--- config.mk ---
export PLATFORM = sky130hd
export DESIGN_NAME = config_loader_flat
export DESIGN_NICKNAME = d
export VERILOG_FILES = /design/src/rtl/config_loader_if.sv /design/src/rtl/config_loader.sv /design/src/flat_wrapper.sv
export SDC_FILE = /design/constraint.sdc
export NUM_CORES = 1
export LEC_CHECK = 0
export CELL_PAD_IN_SITES_DETAIL_PLACEMENT = 0
export CELL_PAD_IN_SITES_GLOBAL_PLACEMENT = 2
export CORE_UTILIZATION = 34
export CTS_CLUSTER_SIZE = 25
export DETAILED_ROUTE_END_ITERATION = 7
export GPL_TIMING_DRIVEN = 0
export PLACE_DENSITY = 0.79
export SYNTH_ARGS = -nofsm -noshare
export SYNTH_HDL_FRONTEND = slang
export SYNTH_SLANG_ARGS = --single-unit
--- constraint.sdc ---
create_clock -name config_clk -period 2.6 [get_ports config_clk]
set_clock_uncertainty 0.05 [all_clocks]
set_input_delay 0.78 -clock config_clk [delete_from_list [all_inputs] [get_ports config_clk]]
set_output_delay 0.78 -clock config_clk [all_outputs]
set_load 0.03 [all_outputs]
--- src/rtl/config_loader_if.sv ---
// Host word handshake, serial chain link and readback port of the config loader.
// The master side is the host/chain environment; the slave side is the loader.
interface config_loader_if #(
  parameter int WORD_W = 32
);
  logic [WORD_W-1:0] in_data;
  logic              in_valid;
  logic              in_ready;
  logic              cfg_out;
  logic              cfg_shift_en;
  logic              cfg_ret;
  logic [WORD_W-1:0] rb_data;
  logic              rb_valid;

  modport master (
    output in_data, in_valid, cfg_ret,
    input  in_ready, cfg_out, cfg_shift_en, rb_data, rb_valid
  );

  modport slave (
    input  in_data, in_valid, cfg_ret,
    output in_ready, cfg_out, cfg_shift_en, rb_data, rb_valid
  );
endinterface

--- src/rtl/config_loader.sv ---
// Bit-serial configuration streamer: shifts host words LSB-first into a cell chain
// for exactly CHAIN_LEN cycles while capturing the old chain contents as readback.
//
// state   | meaning
// --------+-------------------------------------------------------------
// S_IDLE  | waiting for start, bit counter cleared
// S_WAIT  | in_ready high, waiting for the next host word
// S_SHIFT | chain shifting, one stream bit out / one readback bit in
// S_DONE  | one-cycle done pulse, then back to idle
module config_loader #(
  parameter int CHAIN_LEN = 64,
  parameter int WORD_W    = 32
) (
  input  logic            config_clk,
  input  logic            config_reset,
  input  logic            start,
  output logic            busy,
  output logic            done,
  config_loader_if.slave  bus
);

  localparam int CW = $clog2(CHAIN_LEN + 1);

  typedef enum logic [1:0] {S_IDLE, S_WAIT, S_SHIFT, S_DONE} state_t;

  state_t            state_q, state_d;
  logic [WORD_W-1:0] shreg;
  logic [WORD_W-1:0] rb_sh;
  logic [WORD_W-1:0] rb_next;
  logic [CW-1:0]     bit_cnt;
  logic [CW-1:0]     word_idx;
  logic [31:0]       rb_shamt;
  logic              last_bit;
  logic              word_end;

  assign last_bit = (bit_cnt == CW'(CHAIN_LEN - 1));
  assign word_end = (32'(word_idx) == 32'(WORD_W - 1));

  // Readback enters at the MSB end; a short final word is right-aligned on emit.
  assign rb_next  = (rb_sh >> 1) | (WORD_W'(bus.cfg_ret) << (WORD_W - 1));
  assign rb_shamt = 32'(WORD_W - 1) - 32'(word_idx);

  always_ff @(posedge config_clk or negedge config_reset) begin
    if (!config_reset) state_q <= S_IDLE;
    else               state_q <= state_d;
  end

  always_comb begin
    state_d = state_q;
    case (state_q)
      S_IDLE:  if (start) state_d = S_WAIT;
      S_WAIT:  if (bus.in_valid) state_d = S_SHIFT;
      S_SHIFT: begin
        if (last_bit)      state_d = S_DONE;
        else if (word_end) state_d = S_WAIT;
      end
      S_DONE:  state_d = S_IDLE;
      default: state_d = S_IDLE;
    endcase
  end

  // All outputs decode registered state so nothing combinational reaches the pins.
  assign busy             = (state_q != S_IDLE);
  assign done             = (state_q == S_DONE);
  assign bus.in_ready     = (state_q == S_WAIT);
  assign bus.cfg_shift_en = (state_q == S_SHIFT);
  assign bus.cfg_out      = (state_q == S_SHIFT) & shreg[0];

  always_ff @(posedge config_clk or negedge config_reset) begin
    if (!config_reset) begin
      shreg        <= '0;
      rb_sh        <= '0;
      bit_cnt      <= '0;
      word_idx     <= '0;
      bus.rb_data  <= '0;
      bus.rb_valid <= 1'b0;
    end else begin
      bus.rb_valid <= 1'b0;
      case (state_q)
        S_IDLE: bit_cnt <= '0;
        S_WAIT: begin
          if (bus.in_valid) begin
            shreg    <= bus.in_data;
            word_idx <= '0;
          end
        end
        S_SHIFT: begin
          shreg    <= shreg >> 1;
          rb_sh    <= rb_next;
          bit_cnt  <= bit_cnt + CW'(1);
          word_idx <= word_idx + CW'(1);
          if (last_bit || word_end) begin
            bus.rb_valid <= 1'b1;
            bus.rb_data  <= rb_next >> rb_shamt;
          end
        end
        default: ;
      endcase
    end
  end

endmodule

--- src/flat_wrapper.sv ---
// flat-port wrapper written by rule: the top's interface ports become plain ports
module config_loader_flat 
#(
  parameter int CHAIN_LEN = 64,
  parameter int WORD_W    = 32
)
  (config_clk, config_reset, start, busy, done, bus_in_data, bus_in_valid, bus_cfg_ret, bus_in_ready, bus_cfg_out, bus_cfg_shift_en, bus_rb_data, bus_rb_valid);
  config_loader_if #(.WORD_W(WORD_W)) bus_i ();
  input  logic config_clk;
  input  logic config_reset;
  input  logic start;
  output logic busy;
  output logic done;
  input wire logic [$bits(bus_i.in_data)-1:0] bus_in_data;
  input wire logic [$bits(bus_i.in_valid)-1:0] bus_in_valid;
  input wire logic [$bits(bus_i.cfg_ret)-1:0] bus_cfg_ret;
  output wire logic [$bits(bus_i.in_ready)-1:0] bus_in_ready;
  output wire logic [$bits(bus_i.cfg_out)-1:0] bus_cfg_out;
  output wire logic [$bits(bus_i.cfg_shift_en)-1:0] bus_cfg_shift_en;
  output wire logic [$bits(bus_i.rb_data)-1:0] bus_rb_data;
  output wire logic [$bits(bus_i.rb_valid)-1:0] bus_rb_valid;
  assign bus_i.in_data = bus_in_data;
  assign bus_i.in_valid = bus_in_valid;
  assign bus_i.cfg_ret = bus_cfg_ret;
  assign bus_in_ready = bus_i.in_ready;
  assign bus_cfg_out = bus_i.cfg_out;
  assign bus_cfg_shift_en = bus_i.cfg_shift_en;
  assign bus_rb_data = bus_i.rb_data;
  assign bus_rb_valid = bus_i.rb_valid;
  config_loader #(.CHAIN_LEN(CHAIN_LEN), .WORD_W(WORD_W)) u_core (.config_clk(config_clk), .config_reset(config_reset), .start(start), .busy(busy), .done(done), .bus(bus_i));
endmodule
# Word level (Yosys, flattened, before mapping)
# Cells that the tools add are included.
# word_totals
output_inout_bits	38
input_bits	37
ff_bits	113
# op_classes
muxes	12
shift	1
n_addsub	3
bitwise	2
n_eq_ne	8
reduce_logical	8
# op_table
cell	n
case mux 32 bit (2 select lines)	1
two-way mux 32 bit	1
OR 31 x 32 -> 32 bit	1
right shift 32 x 32 -> 32 bit	1
case mux 7 bit (2 select lines)	2
adder 7 x 1 -> 7 bit (second input constant)	2
two-way mux 2 bit	4
case mux 2 bit (4 select lines)	1
subtractor 5 x 7 -> 8 bit (first input constant)	1
== test 7 x 5 -> 1 bit (second input constant)	1
== test 7 x 6 -> 1 bit (second input constant)	1
two-way mux 7 bit	1
nonzero test 2 bit	3
== test 2 bit (second input constant)	2
inequality test 2 bit (second input constant)	2
AND reduction 2 bit	2
inequality test 3 x 1 -> 1 bit (second input constant)	1
AND reduction 3 bit	1
== test 2 x 1 -> 1 bit (second input constant)	1
logical NOT 2 bit	1
two-way mux 1 bit	2
AND 1 bit	1
logical OR 1 bit	1

# Depth between registers and ports, before layout
# depth
depth_word	4
ltp_mapped	8
depth_no_buf	7

# Least setup slack after synthesis
# OpenSTA, ideal clock, no wires.
# synth_path
path_kind	register -> register
from	reg u_core.word_idx[0]
to	reg u_core.bus.rb_data[12]
required_time_ps	2424
stages_incl_launch_ff	7
setup_slack_ps	440
setup_ps	126
n_path_buf	2
arrival_time_ps	1984
path_cell_list	dfrtp_1 > buf_2 > buf_2 > mux2i_1 > o22ai_1 > mux4_2 > a221o_1
# synth_via
elab_chain_cells	3
elab_cells_between_ends	5
classes_between	add/sub: 1; eq/ne: 1; shift: 1; reduce/logical: 2
# synth_rtl
item	line	rtl
from (decl)	config_loader.sv:31	logic [CW-1:0] word_idx;
from (signal assigned)	config_loader.sv:91	word_idx <= word_idx + CW'(1);
parallel branches: the longest is 3 deep, another holds subtractor 5 x 7 -> 8 bit	--	
to (signal assigned)	config_loader.sv:94	bus.rb_data <= rb_next >> rb_shamt;
to (decl)	config_loader_if.sv:22	output in_ready, cfg_out, cfg_shift_en, rb_data, rb_valid
# Several ways; the timed one is not identified.
# A chain may end at the register's enable or synchronous reset.

# Worst setup path after layout
# layout_path
from	in bus_cfg_ret
to	reg u_core.bus.rb_data[1]
# layout_via
elab_chain_cells	2
# layout_rtl
item	line	rtl
from (decl)	flat_wrapper.sv:16	input wire logic [$bits(bus_i.cfg_ret)-1:0] bus_cfg_ret;
OR 31 x 32 -> 32 bit	config_loader.sv:40	assign rb_next = (rb_sh >> 1) | (WORD_W'(bus.cfg_ret) << (WORD_W - 1));
right shift 32 x 32 -> 32 bit	config_loader.sv:94	
# No other way between the ends.

==> metrics.md <==
| Metric | Value |
|---|---|
| Crit-path max FO | `4` |
| CTS tree | `built` |
| Critical path data required time | `2.83 ns` |
| Site Rows | `48` |
| Period minus WS final | `2.53 ns` |
| Pre-CTS setup slack | `-0.452 ns` |
| Cts hold-fix bufs | `0` |
| Ys flop type | `dfrtp_1` |
| Fillers | `1705` |
| Core area | `17200 µm²` |
| Power Total | `7.37 mW` |
| Total CTS buffers | `9` |
| Reg2Reg Depth | `7` |
| Antenna Cells | `0` |
| Worst skew pair latency | `0.36 ns` |
| Pins Over Slew Limit | `0` |
| CTS H-tree depth | `3` |
| Status | `finished clean` |
| Worst Hold Class | `in2async` |
| Slowest-stage cell, CP | `clkdlybuf4s50_1` |
| Area delta synth->final | `22.9%` |
| CP Buf/Inv Count | `1` |
| Mapped cell area | `5970 µm²` |
| Syn Area/Cell | `8.91 µm²` |
| DRT Wirelength | `17200 µm` |
| Number of synthesized flops with an enable pin | `0` |
| Grt ovf | `0` |
| Max Fclk | `395 MHz` |
| DR WL/cell | `17.5 µm` |
| Drt pass-1 iters | `5` |
| Clock tree buffer depth | `2` |
| Period utilization | `0.975` |
| Final setup violation count | `0` |
| Placed cell areas | `7020 µm²` |
| Rel. slew slack | `0.490` |
| Dpl cells | `970` |
| Final ANT Viol Nets | `0` |
| End of the worst register-to-register path | `u_core.bus.rb_data[0]` |
| Starting Density | `0.346` |
| Syn Inst Count | `670` |
| IO Pins | `75` |
| DR DRC count | `0` |
| Clock-pin slew on the worst setup and hold paths | `0.07 ns` |
| Max_cap viols | `0` |
| Crit path cell chain | `clkdlybuf4s50_1 > nand2_1 > mux4_2 > nor3_1 > mux2i_1 > o211ai_2` |
| CP startpoint kind | `primary input` |
| Routability cong. | `0.891` |
| Syn Nets | `709` |
| Yosys warns | `0` |
| DR vias | `5242` |
| CP Capture Type | `flop` |
| Clock Sinks | `112` |
| RSZ-0062 raised after global routing | `no` |
| Critical path type | `in2reg` |
| Reg-to-reg slack, setup | `0.13 ns` |
| Die Width | `135 µm` |
| Worst setup margin | `0.0655 ns` |
| Pleak | `3.16 nW` |
| IR Drop Worst-Case VDD | `0.000510 V` |
| Post-DP HPWL | `13100 µm` |
| Slew of the pin with the lowest slew margin | `0.761 ns` |
| Library cells used by synthesis | `52` |
| GRT Overall Usage | `0.200` |
| Hold Vio Cnt, Final | `0` |
| CTS Root Cell | `clkbuf_16` |
| CP top delay family | `multiplexers` |
| Post-CTS setup buffers | `0` |
| Worst EP arrival | `2.76 ns` |
| Post-route design area | `7340 µm²` |
| Die Y-Extent | `135 µm` |
| First-pass GRT wire length | `27500 µm` |
| Vias in the first global route | `4904` |
| NumNets Final | `794` |
| Post-synth ARST share | `1.00` |
| Initial antenna violation count | `0` |
| Largest net degree at the start of global routing | `75` |
| Layout cell share with drive strength beyond 1 | `0.0947` |
| Critical Path Max Stage Delay | `0.61 ns` |
| Sequential area share after synthesis | `0.469` |
| Non-filler cells in the finished layout | `985` |
| Vias per inst | `5.32` |
| DIE AREA | `18100 µm²` |
| Port Buffers | `74` |
| Worst r2r src | `u_core.word_idx[1]` |
| Synth Register Bits | `112` |
| Commonest cells after routing, fill and taps aside | `210 x nand2_1, 112 x dfrtp_1, 68 x clkdlybuf4s50_1` |
| Commonest non-fill, non-tap cell in the layout | `nand2_1` |
| Setup TNS Final | `0 ns` |
| Power density over the cells | `1000 nW/µm²` |
| Drt first-iter violations | `382` |
-- Yosys cell counts, drive strengths merged, types with 3 or more instances --
master     n  area, µm²
nor2b      3       18.8
o22ai     32        200
nor2      42        158
mux2      12        135
o211ai     5       47.5
a32o       3       30.0
nor3      11       55.1
a22o       4       35.0
o221ai     3       26.3
clkbuf    37        139
and2       4       25.0
nor3b      3       22.5
mux4      10        225
a31oi     32        200
o31ai      3       22.5
nand2    211        792
o2111ai    3       26.3
or3        4       25.0
buf       14       76.3
mux2i     38        380
a21oi      7       46.3
dfrtp    112       2800
nand3     11       60.1
inv        9       33.8
o21ai     29        145
-- final cells by class --
cell class	instances	area, µm²	area share
clock buffer	10	229	0.0312
sequential	112	2800	0.382
clock inverter	6	55.1	0.00750
inverter	9	36.3	0.00495
tap	225	282	0.0384
buffer	50	234	0.0319
multi-input combinational	498	2940	0.400
timing repair buffer	75	762	0.104
-- stage by stage --
| stage | hold slack [ns] | util |
|---|---|---|
| 2_1_floorplan | 0.396 | - |
| 3_3_place_gp | 0.412 | 0.406 |
| 3_5_place_dp | 0.425 | 0.407 |
| 4_1_cts | 0.267 | 0.425 |
| 5_1_grt | 0.282 | 0.426 |
| 6_report | 0.261 | 0.426 |
-- worst max path at each step --
stage | from | endpoint | slack, ns | cells after the start
3_3_place_gp | config_reset | u_core.shreg[5] | -3.73 | 1
6_report | bus_cfg_ret | u_core.bus.rb_data[1] | 0.07 | 6
5_1_grt | u_core.word_idx[1] | u_core.bus.rb_data[2] | 0.005 | 7
4_1_cts | u_core.state_q[0] | bus_cfg_shift_en | 0.03 | 5
2_1_floorplan | u_core.word_idx[0] | u_core.bus.rb_data[12] | 0.44 | 6
3_5_place_dp | u_core.state_q[0] | bus_cfg_out | -0.45 | 6
-- flip-flops by register name (all words and copies together), names as in the netlist --
name and count:
u_core.bit_cnt 7, u_core.bus.rb_data 32, u_core.bus.rb_valid 1, u_core.rb_sh 31, u_core.shreg 32, u_core.state_q 2
u_core.word_idx 7
-- cells by family after synthesis --
family	count (synthesis)	share of synthesized area
DFF	112	0.469
muxes	60	0.124
adders and majority gates	2	0.00419
xor gates and xnor gates	4	0.00587
buffers and inverters	60	0.0417
AOI/OAI and AO/OA	138	0.155
and+or+nand+nor	294	0.199
-- where the power goes --
| group | internal [mW] | switching (mW) |
|---|---|---|
| Sequential | 2.26 | 0.374 |
| Clock | 0.667 | 0.697 |
| Combinational | 1.30 | 2.06 |
| Total | 4.23 | 3.13 |
-- timing repair --
item                                    in CTS  in global routing
endpoints found under the setup margin       6                 28
resized for setup                           20                 10
pin swaps                                    0                  1
gates cloned                                 0                  0
-- layer usage --
layer  track usage  up-vias  part of all wire
met1         0.271     2543              0.46
met4        0.0799        0             0.023
met3        0.0255       26             0.038
met5             0        -                 0
met2         0.324      148              0.48
li1              -     2525                 -
(Power assumes the default switching activity.)
